<file path="config.mk">
export PLATFORM = sky130hd
export DESIGN_NAME = bitmap_drain
export DESIGN_NICKNAME = d
export VERILOG_FILES = /design/src/rtl/bitmap_drain.sv
export SDC_FILE = /design/constraint.sdc
export NUM_CORES = 1
export LEC_CHECK = 0
export CAP_MARGIN = 20
export CELL_PAD_IN_SITES_DETAIL_PLACEMENT = 1
export CELL_PAD_IN_SITES_GLOBAL_PLACEMENT = 2
export CORE_ASPECT_RATIO = 0.75
export CORE_UTILIZATION = 32
export CTS_CLUSTER_DIAMETER = 100
export DETAILED_ROUTE_END_ITERATION = 10
export DONT_BUFFER_PORTS = 1
export HOLD_SLACK_MARGIN = 0.12
export PLACE_DENSITY = 0.69
export SYNTH_ARGS = -nofsm -noshare
export SYNTH_HDL_FRONTEND = slang
export SYNTH_SLANG_ARGS = --single-unit
</file>
<file path="constraint.sdc">
create_clock -name clk -period 1.78 [get_ports clk]
set_clock_uncertainty 0.1 [all_clocks]
set_input_delay 0.534 -clock clk [delete_from_list [all_inputs] [get_ports clk]]
set_output_delay 0.534 -clock clk [all_outputs]
set_load 0.01 [all_outputs]
</file>
<file path="src/rtl/bitmap_drain.sv">
// bitmap_drain: accepts a request bitmap and drains it one index per
// cycle, lowest-numbered set bit first, over a valid/ready stream.
// Optional feature macro: BITMAP_DRAIN_MERGE_EN. When it is defined, new
// bitmaps can be accepted during DRAIN and are ORed into the pending set.
module bitmap_drain #(
  parameter int WIDTH = 8,
  parameter int IDXW  = $clog2(WIDTH)
) (
  input  logic             clk,
  input  logic             reset,
  input  logic             in_valid,
  output logic             in_ready,
  input  logic [WIDTH-1:0] in_bits,
  output logic             out_valid,
  input  logic             out_ready,
  output logic [IDXW-1:0]  out_idx,
  output logic             out_last,
  output logic             busy
);

  typedef enum logic {
    IDLE  = 1'b0,
    DRAIN = 1'b1
  } state_t;

  state_t           state_q, state_d;
  logic [WIDTH-1:0] pending_q, pending_d;
  logic [IDXW-1:0]  idx_q, idx_d;
  logic             last_q, last_d;
  logic             take_in;
  logic             take_out;
  logic [WIDTH-1:0] served_mask;

  // Index of the lowest set bit; zero when nothing is set.
  function automatic logic [IDXW-1:0] lowestSet(input logic [WIDTH-1:0] bits);
    logic [IDXW-1:0] r;
    r = '0;
    for (int i = WIDTH - 1; i >= 0; i--) begin
      if (bits[i]) r = IDXW'(i);
    end
    return r;
  endfunction

  // True when exactly one bit is set.
  function automatic logic isSingle(input logic [WIDTH-1:0] bits);
    return (bits != '0) && ((bits & (bits - WIDTH'(1))) == '0);
  endfunction

  assign out_valid = (state_q == DRAIN);
  assign busy      = (state_q != IDLE);
`ifdef BITMAP_DRAIN_MERGE_EN
  assign in_ready  = 1'b1;
`else
  assign in_ready  = (state_q == IDLE);
`endif
  assign take_in     = in_valid & in_ready;
  assign take_out    = out_valid & out_ready;
  assign served_mask = WIDTH'(1) << idx_q;
  assign out_idx     = idx_q;
  assign out_last    = last_q;

  // Next pending set, next presented index and state; the presented index
  // only moves on load or on a completed beat, so merges never disturb it.
  always_comb begin
    state_d   = state_q;
    pending_d = pending_q;
    idx_d     = idx_q;
    case (state_q)
      IDLE: begin
        if (take_in) begin
          pending_d = in_bits;
          idx_d     = lowestSet(in_bits);
          if (in_bits != '0) state_d = DRAIN;
        end
      end
      DRAIN: begin
        if (take_out) pending_d = pending_q & ~served_mask;
`ifdef BITMAP_DRAIN_MERGE_EN
        if (take_in) pending_d = pending_d | in_bits;
`endif
        if (take_out) begin
          idx_d = lowestSet(pending_d);
          if (pending_d == '0) state_d = IDLE;
        end
      end
      default: state_d = IDLE;
    endcase
    last_d = isSingle(pending_d);
  end

  // State and output registers with synchronous reset taking priority.
  always_ff @(posedge clk) begin
    if (reset) begin
      state_q   <= IDLE;
      pending_q <= '0;
      idx_q     <= '0;
      last_q    <= 1'b0;
    end else begin
      state_q   <= state_d;
      pending_q <= pending_d;
      idx_q     <= idx_d;
      last_q    <= last_d;
    end
  end

endmodule

</file>
# Yosys cells after proc, flatten, opt, wreduce, memory -nomap -nowiden
# Index checks and enable logic that the tools add are counted.
[classes] n_addsub=1 n_eq_ne=2 shift=1 mux=28 bitwise_logic=6 reduce_logical=6
[op_table] op="$mux 3" n=18
[op_table] op="$mux 8" n=3
[op_table] op="$and 8x8->8" n=2
[op_table] op="$logic_not 8->1" n=2
[op_table] op="$pmux 8 s2" n=1
[op_table] op="$reduce_bool 8->1" n=2
[op_table] op="$not 8->8" n=1
[op_table] op="$shl 1x3->8 const A" n=1
[op_table] op="$sub 8x1->8 const B" n=1
[op_table] op="$pmux 3 s2" n=1
[op_table] op="$mux 1" n=4
[op_table] op="$ne 2x1->1 const B" n=2
[op_table] op="$and 1x1->1" n=2
[op_table] op="$pmux 1 s2" n=1
[op_table] op="$reduce_and 2->1" n=1
[op_table] op="$logic_and 1x1->1" n=1
[op_table] op="$not 1->1" n=1
[totals] reg_bits=13 in_bits=12 word_cells=48

# Depth between registers and ports, before layout
[depth] word_depth=15 depth_mapped=7

# Least setup slack after synthesis
# Ideal clock, no wire load.
[synth_path] kind="input-to-reg" start="in out_ready" end="reg last_q (netlist: out_last)" setup_time_ps=117 arrival_ps=1612 required_time_ps=1563 setup_slack_ps=-49 path_stages=6 path_cell_list="nor4b_1 -> o21ai_1 -> a21boi_1 -> nor4_4 -> a31oi_1 -> and4bb_1"
[synth_between] elab_chain_cells=8
[synth_lines] element="from (decl)" line="15" source="input logic out_ready,"
[synth_lines] element="$and 1x1->1 (*)" line="57" source="assign take_out = out_valid & out_ready;"
[synth_lines] element="$mux 8 (*)" line="77" source="if (take_out) pending_d = pending_q & ~served_mask;"
[synth_lines] element="$mux 8 (*)" line="68" source="case (state_q)"
[synth_lines] element="$pmux 8 s2 (*)" line="68"
[synth_lines] element="$sub 8x1->8" line="46" source="return (bits != '0) && ((bits & (bits - WIDTH'(1))) == '0);"
[synth_lines] element="$and 8x8->8" line="46"
[synth_lines] element="$logic_not 8->1" line="46"
[synth_lines] element="$logic_and 1x1->1 (*)" line="46"
[synth_lines] element="to (signal assigned)" line="102" source="last_q <= last_d;"
[synth_lines] element="to (decl)" line="29" source="logic last_q, last_d;"
# Every way passes the cells marked *; elsewhere a longest branch is shown, timed or not. The select of a mux whose other input is x is not followed.
# A chain may end at the register's enable or synchronous reset.

# Worst setup path in the final report
[layout_path] start="reg state_q (netlist: busy)" end="reg last_q (netlist: out_last)"
[layout_between] elab_chain_cells=8
[layout_lines] element="from (decl)" line="26" source="state_t state_q, state_d;"
[layout_lines] element="from (signal assigned)" line="99" source="state_q <= state_d;"
[layout_lines] element="$and 1x1->1 / $not 1->1 (equally long branches)"
[layout_lines] element="$mux 8 / $and 1x1->1 (equally long branches)" line="77, 56"
[layout_lines] element="$mux 8, on equally long branches" line="68, 70"
[layout_lines] element="$pmux 8 s2 (*)" line="68"
[layout_lines] element="$sub 8x1->8" line="46"
[layout_lines] element="$and 8x8->8" line="46"
[layout_lines] element="$logic_not 8->1" line="46"
[layout_lines] element="$logic_and 1x1->1 (*)" line="46"
# Marks and branches as above.

==> results.md <==
- Result of the run: complete, but fails checks
- Violated checks: DRC, setup timing
- Setup violation total in the final timing report: 1
- Antenna violations before repair: 0
- Area of the mapped netlist: 1160 sq um
- Flop pwr share: 34.1%
- Count of max-cap constraint violations: 0
- Startpoint of the tightest hold check path: reset
- Predominant post-synthesis flop cell: dfxtp_1
- Area of placed instances: 1350 sq um
- HPWL after DPL: 3160 microns
- Met1 track demand over resource in global routing: 32.3%
- R2R setup slack: -0.07 ns
- Fin crit period: 1.85 ns
- Syn Inst Count: 149
- Clock buffer depth: 2
- Setup repair after global routing missed its margin: yes
- Met3 Use GR: 5.43%
- Hold Path Sink: out_idx[1]
- Final non-filler cell area: 1450 sq um
- Required time of the critical path: 1.82 ns
- Largest net degree at the start of global routing: 15
- Latest clock arrival within the worst-skew pair: 0.25 ns
- Portion of total power attributed to combinational logic: 39.6%
- Number of levels in the clock H-tree: 1
- Number of register bits inferred by synthesis: 13
- Combinational family with the most area after synthesis: compound AO/OA/AOI/OAI gates
- Final setup slack of the worst path: -0.0710 ns
- Die Span Y: 54.1 microns
- Die area: 3860 sq um
- DRT iter0 DRCs: 119
- Clock-pin slew of the registers on the worst-case setup and hold paths: 0.06 ns
- Number of antenna cells inserted: 0
- Global-route track usage on met2: 34.4%
- Layout area overhead: 25.1%
- Fraction of the mapped netlist area in simple logic gates: 28.8%
- Power dissipated by switching net loads: 0.378 mW
- Proportion of synthesized area in mux cells: 9.20%
- Post-synthesis adder-cell area fraction: 0%
- Hold Path Class: primary input to flop
- Switching portion of total power: 35.7%
- Max Fclk: 0.540 GHz
- Placeable core region: 3380 sq um
- Clock root cell: clkbuf_8
- Count of unresolved DRC violations after routing: 2
- Last weighted congestion value of the routability-driven placer: 0.966
- Number of nets in the synthesized netlist: 161
- First-pass GRT wire length: 6370 microns
- Data arrival time of the critical path: 1.89 ns
- Maximum vdd ir drop: 0.370 mV
- Leading cell type in the layout, fill and taps excluded: buf_4
- Overflow left after global routing: 0
- Length in cells of the worst reg-to-reg path: 6
- Post-DR wirelength/cell: 19.3 microns
- Clock tree from TritonCTS: built
- Routed via count divided by cell count: 6.01
- Fraction of power consumed by the clock network: 26.3%
- CTS Hold Buffers Added: 0
- P_leak: 0.571 nW
- Main area contributors after synthesis: dfxtp_1 23%, mux2i_1 6.9%, nor2_1 6.8%, a21oi_1 3.9%, nor4_4 3.7%
- Via count: 1251
- Drt first pass iters: 7
- Worst hold slack: 0.244 ns
- Total number of nets in the final design: 181
- Number of distinct library cells after synthesis: 50
- Slew margin rel.: 70.2%
- Share of the clock period used by the worst path: 104%
- Share of the synthesized area in compound gates (AO/OA/AOI/OAI): 33.4%
- Setup crit start kind: flop
- Reg2reg end: out_last
- Worst Tran Pin Value: 0.444 ns
- Synthesized area per cell: 7.76 sq um
- Effective utilization at floorplan: 34.2%
- Cell area power density: 732 nW/um^2
- Syn. warnings: 0
- Most frequent cells in the layout: 25 x buf_4, 21 x nor2_1, 9 x a21oi_1, 9 x dfxtp_1, 7 x nand2_1
- Remaining antenna violation count: 0
- Fill cell total of the finished layout: 421
- EDFF count, synth: 0
- Vias in the first global route: 1188
- Int Power: 0.680 mW
- Critical path fanouts, max: 7
- Final Hold Viols: 0
- CTS Sinks: 13
- Portion of synthesized cell area occupied by the leading cell type: 22.5%
- Kind of end point of the critical path: flop
- Count of buffers inserted at the top-level ports: 0
- Chip width: 71.4 microns
- Sequential cell area fraction in the yosys report: 22.5%
- Most Used Layer, Global Route: met2
- Post-detailed-routing wire length: 4000 microns
- Overall Global Routing Usage: 22.7%
- CTS buffer count: 3
- Post-synthesis async set-or-reset flop share: 0%
- Number of max-slew violations in the final report: 0
- Cell depth of the worst min-delay path: 1
- XOR/XNOR Fraction of Synth Area: 0%
- Std-Cell Rows: 18
- Share of layout cells above drive strength 1: 30.4%
- Critical path start-end classification: flop to flop
- Total I/O pin count: 19
- Largest area contributor in the netlist: dfxtp_1
- Worst r2r src: busy
[stage by stage]
| stage | utilization [%] | worst slack [ns] | TNS [ns] | std cells | power [mW] |
|---|---|---|---|---|---|
| floorplan | - | -0.00644 | -0.00644 | 149 | 0.626 |
| global placement | 39.9 | -0.0991 | -0.190 | 203 | 0.748 |
| detailed placement | 39.9 | -0.142 | -0.242 | 203 | 0.757 |
| CTS | 42.0 | -0.0575 | -0.0575 | 208 | 1.05 |
| global route | 42.8 | -0.139 | -0.240 | 208 | 1.13 |
| finish | 42.8 | -0.0710 | -0.0710 | 208 | 1.06 |
[cell families (layout without fill, tap and decap cells)]
logic type | after synthesis | in the layout
AOI/OAI and AO/OA | 53 | 53
muxes | 10 | 10
and+or+nand+nor | 57 | 57
DFF | 13 | 13
buffers and inverters | 16 | 35
[flip-flops by register name, indices dropped and copies added, names as in the netlist]
signal	flops
out_idx	3
out_last	1
pending_q	8
busy	1
[Yosys cell counts, drive strengths merged, types with 3 or more instances]
cell    count
o22ai       3
a31oi       4
a21o        3
buf         7
clkbuf      3
a211oi      5
dfxtp      13
nor3        6
mux2i       8
nand3b      3
nand4       3
o211a       3
nor2       22
o21ai       5
nand2       7
a21oi      10
inv         6
nor2b       4
[how the worst max path moves through the flow]
stage / startpoint / to / slack (ns)
5_1_grt: busy / out_last / -0.14
3_3_place_gp: out_ready / out_last / -0.1
3_5_place_dp: out_ready / out_last / -0.14
4_1_cts: busy / out_last / -0.06
2_1_floorplan: in_valid / out_last / -0.006
6_report: busy / out_last / -0.07
[routing by layer]
metal,up-vias,routed length (microns)
met2,42,1700
met5,-,0
met3,2,335
met4,0,19
met1,600,1950
li1,607,-
[timing repair]
action / in CTS / in global routing
pin swaps: 1 / 0
endpoints found under the hold margin: 0 / 0
resized for setup: 7 / 6
setup endpoints to repair: 4 / 5
buffers inserted: 1 / 0
[critical path, stage by stage (launching register included)]
cell,delay (ns)
dfxtp_2,0.36
and2b_4,0.30
mux2_4,0.32
a21boi_4,0.17
nor4_4,0.15
nand4_1,0.12
and4bb_1,0.21
[cell type report]
class | count | area, sq um | area share, %
inverters | 6 | 22.5 | 1.56
repair buffers | 25 | 188 | 13.0
well taps | 40 | 50.0 | 3.46
flip-flops and latches | 13 | 265 | 18.3
clock buffers | 4 | 45.0 | 3.11
multi-input cells | 120 | 876 | 60.6
[power groups by stage]
stage	registers, mW	logic [mW]	clock network (mW)
global placement	0.363	0.385	0
detailed placement	0.362	0.395	0
finish	0.361	0.419	0.278
global route	0.366	0.458	0.302
CTS	0.359	0.407	0.283
floorplan	0.350	0.276	0
Power figures use the tool's default switching activity.
